$ cat config.mk
export PLATFORM = sky130hd
export DESIGN_NAME = life_array_param
export DESIGN_NICKNAME = d
export VERILOG_FILES = /design/src/rtl/life_pkg.sv /design/src/rtl/life_cell.sv /design/src/rtl/life_array_param.sv
export SDC_FILE = /design/constraint.sdc
export NUM_CORES = 2
export LEC_CHECK = 0
export ABC_AREA = 0
export BUFFER_PORTS_ARGS = -buffer_cell sky130_fd_sc_hd__buf_2
export CAP_MARGIN = 15
export CORE_MARGIN = 4
export CORE_UTILIZATION = 53
export DETAILED_ROUTE_END_ITERATION = 7
export GPL_TIMING_DRIVEN = 0
export HOLD_SLACK_MARGIN = 0.1
export PLACE_DENSITY = 0.69
export SLEW_MARGIN = 15
export SYNTH_ARGS = -nofsm -noshare
export SYNTH_HDL_FRONTEND = slang
export SYNTH_SLANG_ARGS = --single-unit
$ cat constraint.sdc
create_clock -name clk -period 21.1 [get_ports clk]
set_input_delay 4.22 -clock clk [delete_from_list [all_inputs] [get_ports clk]]
set_output_delay 4.22 -clock clk [all_outputs]
set_load 0.005 [all_outputs]
$ cat src/rtl/life_pkg.sv
// Shared definitions for the Conway life array: sizes, edge modes
// and the neighbour-count survival/birth rule.
package life_pkg;

    localparam int DEF_WIDTH  = 16;
    localparam int DEF_HEIGHT = 16;
    localparam int DEF_GEN_W  = 16;

    typedef enum logic {
        MODE_EXTERNAL = 1'b0,
        MODE_WRAP     = 1'b1
    } wrap_mode_e;

    function automatic logic [3:0] count_live(input logic [7:0] v);
        logic [3:0] n;
        n = '0;
        for (int i = 0; i < 8; i++) begin
            n = n + {3'b000, v[i]};
        end
        return n;
    endfunction

    function automatic logic life_rule(input logic alive, input logic [3:0] n);
        return (n == 4'd3) || (alive && (n == 4'd2));
    endfunction

endpackage

$ cat src/rtl/life_cell.sv
// One life cell: state register with row load, generation step and
// the combinational next state exposed for the stability compare.
module life_cell
    import life_pkg::*;
(
    input  logic       clk,
    input  logic       reset,
    input  logic       load,
    input  logic       load_val,
    input  logic       step,
    input  logic [7:0] nbrs,
    output logic       state,
    output logic       nxt_state
);

    assign nxt_state = life_rule(state, count_live(nbrs));

    always_ff @(posedge clk or posedge reset) begin
        if (reset) begin
            state <= 1'b0;
        end else if (load) begin
            state <= load_val;
        end else if (step) begin
            state <= nxt_state;
        end
    end

endmodule

$ cat src/rtl/life_array_param.sv
// WIDTH x HEIGHT life grid with row load/read, tileable edges,
// optional torus wrap, previous-generation readout and status flags.
module life_array_param
    import life_pkg::*;
#(
    parameter int WIDTH  = DEF_WIDTH,
    parameter int HEIGHT = DEF_HEIGHT,
    parameter int SEL_W  = $clog2(HEIGHT),
    parameter int GEN_W  = DEF_GEN_W
) (
    input  logic              clk,
    input  logic              reset,
    input  logic [WIDTH-1:0]  vali,
    input  logic [SEL_W-1:0]  vali_selector,
    input  logic [SEL_W-1:0]  valo_selector,
    input  logic              write_enb,
    input  logic              step,
    input  logic              wrap,
    output logic [WIDTH-1:0]  valo,
    output logic [WIDTH-1:0]  valo_prev,
    input  logic [WIDTH-1:0]  ni,
    input  logic [WIDTH-1:0]  si,
    input  logic [HEIGHT-1:0] wi,
    input  logic [HEIGHT-1:0] ei,
    input  logic              nwi,
    input  logic              nei,
    input  logic              sei,
    input  logic              swi,
    output logic [WIDTH-1:0]  no,
    output logic [WIDTH-1:0]  so,
    output logic [HEIGHT-1:0] wo,
    output logic [HEIGHT-1:0] eo,
    output logic              nwo,
    output logic              neo,
    output logic              seo,
    output logic              swo,
    output logic [GEN_W-1:0]  gen_count,
    output logic              stable,
    output logic              extinct
);

    localparam int N = WIDTH * HEIGHT;

    logic [N-1:0]      cur;
    logic [N-1:0]      nxt;
    logic [N-1:0]      prev;
    logic [HEIGHT-1:0] row_load;
    logic              do_step;
    logic              torus;

    // Grid padded by one cell on every side; bit 0 is the west pad.
    logic [WIDTH+1:0]  ring [HEIGHT+2];

    assign do_step = step & ~write_enb;
    assign torus   = (wrap == MODE_WRAP);

    always_comb begin
        for (int r = 0; r < HEIGHT; r++) begin
            ring[r+1] = {torus ? cur[r*WIDTH] : ei[r],
                         cur[r*WIDTH +: WIDTH],
                         torus ? cur[r*WIDTH+WIDTH-1] : wi[r]};
        end
        ring[0] = torus ? {cur[(HEIGHT-1)*WIDTH],
                           cur[(HEIGHT-1)*WIDTH +: WIDTH],
                           cur[N-1]}
                        : {nei, ni, nwi};
        ring[HEIGHT+1] = torus ? {cur[0], cur[0 +: WIDTH], cur[WIDTH-1]}
                               : {sei, si, swi};
    end

    for (genvar r = 0; r < HEIGHT; r++) begin : g_row
        assign row_load[r] = write_enb && (vali_selector == SEL_W'(r));
        for (genvar c = 0; c < WIDTH; c++) begin : g_col
            logic [7:0] nbrs;
            assign nbrs = {ring[r][c+2:c],
                           ring[r+1][c+2],
                           ring[r+1][c],
                           ring[r+2][c+2:c]};
            life_cell u_cell (
                .clk       (clk),
                .reset     (reset),
                .load      (row_load[r]),
                .load_val  (vali[c]),
                .step      (do_step),
                .nbrs      (nbrs),
                .state     (cur[r*WIDTH+c]),
                .nxt_state (nxt[r*WIDTH+c])
            );
        end
    end

    always_ff @(posedge clk or posedge reset) begin
        if (reset) begin
            prev      <= '0;
            gen_count <= '0;
            stable    <= 1'b0;
        end else if (do_step) begin
            prev      <= cur;
            gen_count <= gen_count + GEN_W'(1);
            stable    <= (nxt == cur);
        end
    end

    // Out-of-range selectors match no row and read as zero.
    always_comb begin
        valo      = '0;
        valo_prev = '0;
        for (int r = 0; r < HEIGHT; r++) begin
            if (valo_selector == SEL_W'(r)) begin
                valo      = cur[r*WIDTH +: WIDTH];
                valo_prev = prev[r*WIDTH +: WIDTH];
            end
        end
    end

    always_comb begin
        for (int r = 0; r < HEIGHT; r++) begin
            wo[r] = cur[r*WIDTH];
            eo[r] = cur[r*WIDTH+WIDTH-1];
        end
    end

    assign no      = cur[0 +: WIDTH];
    assign so      = cur[(HEIGHT-1)*WIDTH +: WIDTH];
    assign nwo     = cur[0];
    assign neo     = cur[WIDTH-1];
    assign seo     = cur[N-1];
    assign swo     = cur[(HEIGHT-1)*WIDTH];
    assign extinct = ~|cur;

endmodule
==> run metrics, run 1 <==
status=aborted with a tool error; Last stage=global routing; Err=[ERROR GRT-0116] Global routing finished with congestion. Check the congestion regions in the DRC Viewer.; Die Ht=393 µm; Final HPWL DP=444000 µm; Synth Instances=8971; row count=141; average size of a mapped cell=8.77 µm²; H-tree Lvls=3; ys async rst share=100%; Starting Density=53.3%; syn_nets=11.0k; largest area contributor in the netlist=fa_1; CTS Hold Bufs=0; EDFF count, synth=0; yosys warns=0; remaining global-route overflow=93; CTS buffer count=73; clock sink count=529; Root Buffer=clkbuf_16; GP Congestion=1.37; dominant synthesized flop cell=dfrtp_1; synthesized area=78700 µm²; vias in the first global route=86.0k; # port buffers=194; chip width=393 µm; sequential-to-total area share from yosys stat=16.8%; Tot GR Track Use=75.3%; I/O pins=215; largest net degree at the start of global routing=98; post-synth top area share=26.1%; top cells by area, synth=fa_1 26%, dfrtp_1 17%, ha_1 14%; Post-CTS Setup Inserts=0; # resized after CTS=0; first-pass GRT wire length=787000 µm; CTS Buffer Depth=3; number of synthesized register bits=529; Yosys cell types=84
routing by layer:
layer  overflow  track usage [%]
met3          2             65.6
met4         49             70.2
met1          3             77.7
met2         39             85.8
met5          0             42.5
per-stage QoR:
stage          TNS [ns]  cells  util [%]  cell area (µm²)  setup slack [ns]
4_1_cts               0  11300      58.2            85900              7.39
3_3_place_gp   -3597.23  11100      55.6            82100             -7.04
2_1_floorplan         0   8971         -            78700              2.10
3_5_place_dp          0  11200      56.4            83300              7.41
Yosys cell counts (33+ instances only):
master / instances
mux2i_1: 71
nor2b_1: 156
o21ai_0: 643
mux2_2: 39
inv_1: 1875
a22oi_1: 358
nor4_1: 38
o22ai_1: 53
dfrtp_1: 529
nor4b_1: 37
fa_1: 1024
a21oi_1: 225
nor2_1: 410
a22o_1: 33
ha_1: 889
nand2_1: 815
buf_4: 64
nand2b_1: 100
nand3_1: 167
a221oi_1: 37
a31oi_1: 74
a211oi_1: 86
clkbuf_1: 216
nor3_1: 169
a21o_1: 41
a2111oi_0: 55
nand4_1: 170
nor3b_1: 171
cell families after synthesis:
logic type | after synthesis | share of synthesized area (%)
buffers and inverters | 2184 | 10.7
AND/OR/NAND/NOR | 2380 | 15.1
multiplexers | 123 | 1.83
adder cells (fa/ha/maj) | 1913 | 40.2
AO/OA/AOI/OAI | 1823 | 15.1
flip-flops | 529 | 16.8
XOR/XNOR | 19 | 0.212
==> run 2: changes to the inputs <==
--- a/config.mk
+++ b/config.mk
@@ -9,11 +9,10 @@
 export BUFFER_PORTS_ARGS = -buffer_cell sky130_fd_sc_hd__buf_2
 export CAP_MARGIN = 15
 export CORE_MARGIN = 4
-export CORE_UTILIZATION = 53
+export CORE_UTILIZATION = 38
 export DETAILED_ROUTE_END_ITERATION = 7
 export GPL_TIMING_DRIVEN = 0
-export HOLD_SLACK_MARGIN = 0.1
-export PLACE_DENSITY = 0.69
+export PLACE_DENSITY_LB_ADDON = 0.15
 export SLEW_MARGIN = 15
 export SYNTH_ARGS = -nofsm -noshare
 export SYNTH_HDL_FRONTEND = slang
==> run 2 against run 1 <==
- the flow now finishes, with violations (DRC, capacitance limit, slew limit)
- synthesized cell count stayed put
- synthesized area stayed put
==> run metrics, run 2 <==
status=finished, violations left (was aborted with a tool error); failing checks=DRC, capacitance limit, slew limit; leading cell type in the layout, fill and taps excluded=inv_1; CP Class=input port to primary output; min Tclk post-route=15.03 ns; largest area contributor in the netlist=fa_1 (unchanged); average size of a mapped cell=8.77 µm² (unchanged); fillers=20.6k; routed wire length=627000 µm; CTS tree=yes; remaining global-route overflow=0; antenna violations before repair=172; Worst-Margin Slew=1.56 ns; clk_skew=0.0368 ns; Post-synth top cells=1875 x inv_1, 1024 x fa_1, 889 x ha_1 (unchanged); row count=166 (was 141); CTS Hold Bufs=0 (unchanged); GP Congestion=1.22 (was 1.37); Max Freq=66.5 MHz; Largest regs=g_row.g_col.u_cell.state: 256 flops, prev: 256 flops, gen_count: 16 flops; Tightest Hold Check Type=flop to flop; CP arrival=10.81 ns; most numerous cell in the Yosys netlist=inv_1 (unchanged); vias in the first global route=76.6k; drt drc=63; CTS buffer count=78 (was 73); startpoint types=input port; max cap viols=6; EDFF count, synth=0 (unchanged); Max Fanout on Critical Path=10; commonest cells after routing, fill and taps aside=1872 x inv_1, 1024 x fa_1, 889 x ha_1, 815 x nand2_1, 627 x o21ai_0; dominant synthesized flop cell=dfrtp_1 (unchanged); Final Hold Viols=0; Starting Density=38.3% (was 53.3%); number of synthesized register bits=529 (unchanged); Post-CTS Setup Inserts=0 (unchanged); yosys warns=0 (unchanged); Pre-antenna DRT Iters=8; via count=85.4k; first-pass GRT wire length=789000 µm; Tcrit/Tclk final=71.2%; Tot GR Track Use=56.8%; syn_nets=11.0k (unchanged); crit-path max cell delay=1.26 ns; area of the multi-input gates=57500 µm²; worst endpoint required time=16.88 ns; FF+latch area=13200 µm²; core area=205000 µm²; CP endpoint kind=primary output; CP cell instances=clkbuf_1, or2_2, nor2_1, clkbuf_1, a222oi_1, a21oi_1, o22ai_1, a21oi_1, a211oi_2, o32ai_1, buf_2; ratio of cells with drive above 1 in the final layout=8.47%; DRT iter0 DRCs=15.4k; Avg WL per Cell=51.1 µm; H-tree Lvls=3 (unchanged); Root Buffer=clkbuf_16 (unchanged); CP max-delay cell=a222oi_1; # port buffers=194 (unchanged); Routed Antenna Nets=0; Final Max Slew Viols=14; CTS clk-pin slew, worst paths=0.05 ns; CTS Buffer Depth=3 (unchanged); I/O pins=215 (unchanged); unrepaired setup endpoints after global routing=no; post-synth top area share=26.1% (unchanged); Die Ht=463 µm (was 393 µm); Post-Route Utilization=43.1%; clock sink count=529 (unchanged); chip width=463 µm (was 393 µm); worst skew pair latency=0.76 ns; Final HPWL DP=515000 µm (was 444000 µm); largest net degree at the start of global routing=92; largest delay contributor family on the critical path=compound AO/OA/AOI/OAI gates; Buf+Inv Stages, Crit Path=3; top cells by area, synth=fa_1 26%, dfrtp_1 17%, ha_1 14% (unchanged); full die area=214000 µm²; sequential-to-total area share from yosys stat=16.8% (unchanged); # resized after CTS=0 (unchanged); final net count=11.4k; Yosys cell types=84 (unchanged); synthesized area=78700 µm² (unchanged); Rel. slew slack=-5.05%; vias per inst=6.96; P&R area growth vs syn=12.3%; ys async rst share=100% (unchanged); count of final setup violators=0; Synth Instances=8971 (unchanged)
[run 2: final cells by class]
cell class | instances | share of cell area [%]
Multi-Input combinational cell | 6258 | 65.0
Sequential cell | 529 | 15.0
Inverter | 1875 | 7.97
Tap cell | 2688 | 3.81
Timing Repair Buffer | 309 | 2.94
Clock buffer | 95 | 2.44
Buffer | 309 | 1.70
Clock inverter | 43 | 0.647
Antenna cell | 166 | 0.470
[run 2: worst paths after layout]
check / cells after the start / endpoint / startpoint / slack (ns)
min in group asynchronous: 2 / gen_count[5] / reset / 3.57
worst min-delay path: 2 / prev[78] / prev[78] / 0.48
worst min register to register: 2 / prev[78] / prev[78] / 0.48
worst max register to register: 19 / stable / g_row[10].g_col[9].u_cell.state / 12.03
max in group asynchronous: 5 / prev[103] / reset / 15.63
worst max-delay path: 11 / valo_prev[3] / valo_selector[3] / 6.07
[run 2: stage by stage]
stage	hold WS, ns	cells	area, µm²	setup slack (ns)	TNS, ns
2_1_floorplan	0.442	8971	78700	2.10	0
3_3_place_gp	0.458	11900	83000	-8.41	-4371.96
3_5_place_dp	0.467	12000	85100	7.04	0
4_1_cts	0.479	12100	87800	7.04	0
5_1_grt	0.493	12100	88100	6.84	0
6_report	0.478	12300	88400	6.07	0
[run 2: worst reg2reg max path, cell delays in order (launching register included)]
cell	delay, ns
dfrtp_1	1.08
inv_1	0.93
ha_1	0.58
inv_1	0.05
fa_1	0.46
fa_1	0.49
inv_1	0.05
fa_1	0.38
inv_1	0.08
fa_1	0.18
nor2_1	0.04
nand3_1	0.12
nor4b_2	0.07
buf_2	0.24
a31oi_1	0.79
o311ai_0	0.78
nor4_1	0.74
nand4_1	0.40
nor4_1	1.20
a32o_2	0.33
[run 2: cells by family after synthesis]
group                      Yosys count  synth area share (%)
and+or+nand+nor                   2380                  15.1
buffers and inverters             2184                  10.7
adders and majority gates         1913                  40.2
AOI/OAI and AO/OA                 1823                  15.1
DFF                                529                  16.8
muxes                              123                  1.83
xor gates and xnor gates            19                 0.212
[run 2: per-layer routing]
| metal | global-route usage (%) | vias to the layer above | share of wire, % | wire (µm) |
|---|---|---|---|---|
| li1 | - | 31100 | - | - |
| met1 | 62.8 | 42700 | 33 | 210000 |
| met2 | 72.9 | 8702 | 37 | 231000 |
| met3 | 32.8 | 2786 | 17 | 104000 |
| met4 | 57.1 | 50 | 13 | 81400 |
| met5 | 4.75 | - | 0.14 | 884 |
Power of run 2 is not shown: default switching activity piles up to over one toggle a cycle in this logic, so the estimate is an artifact.
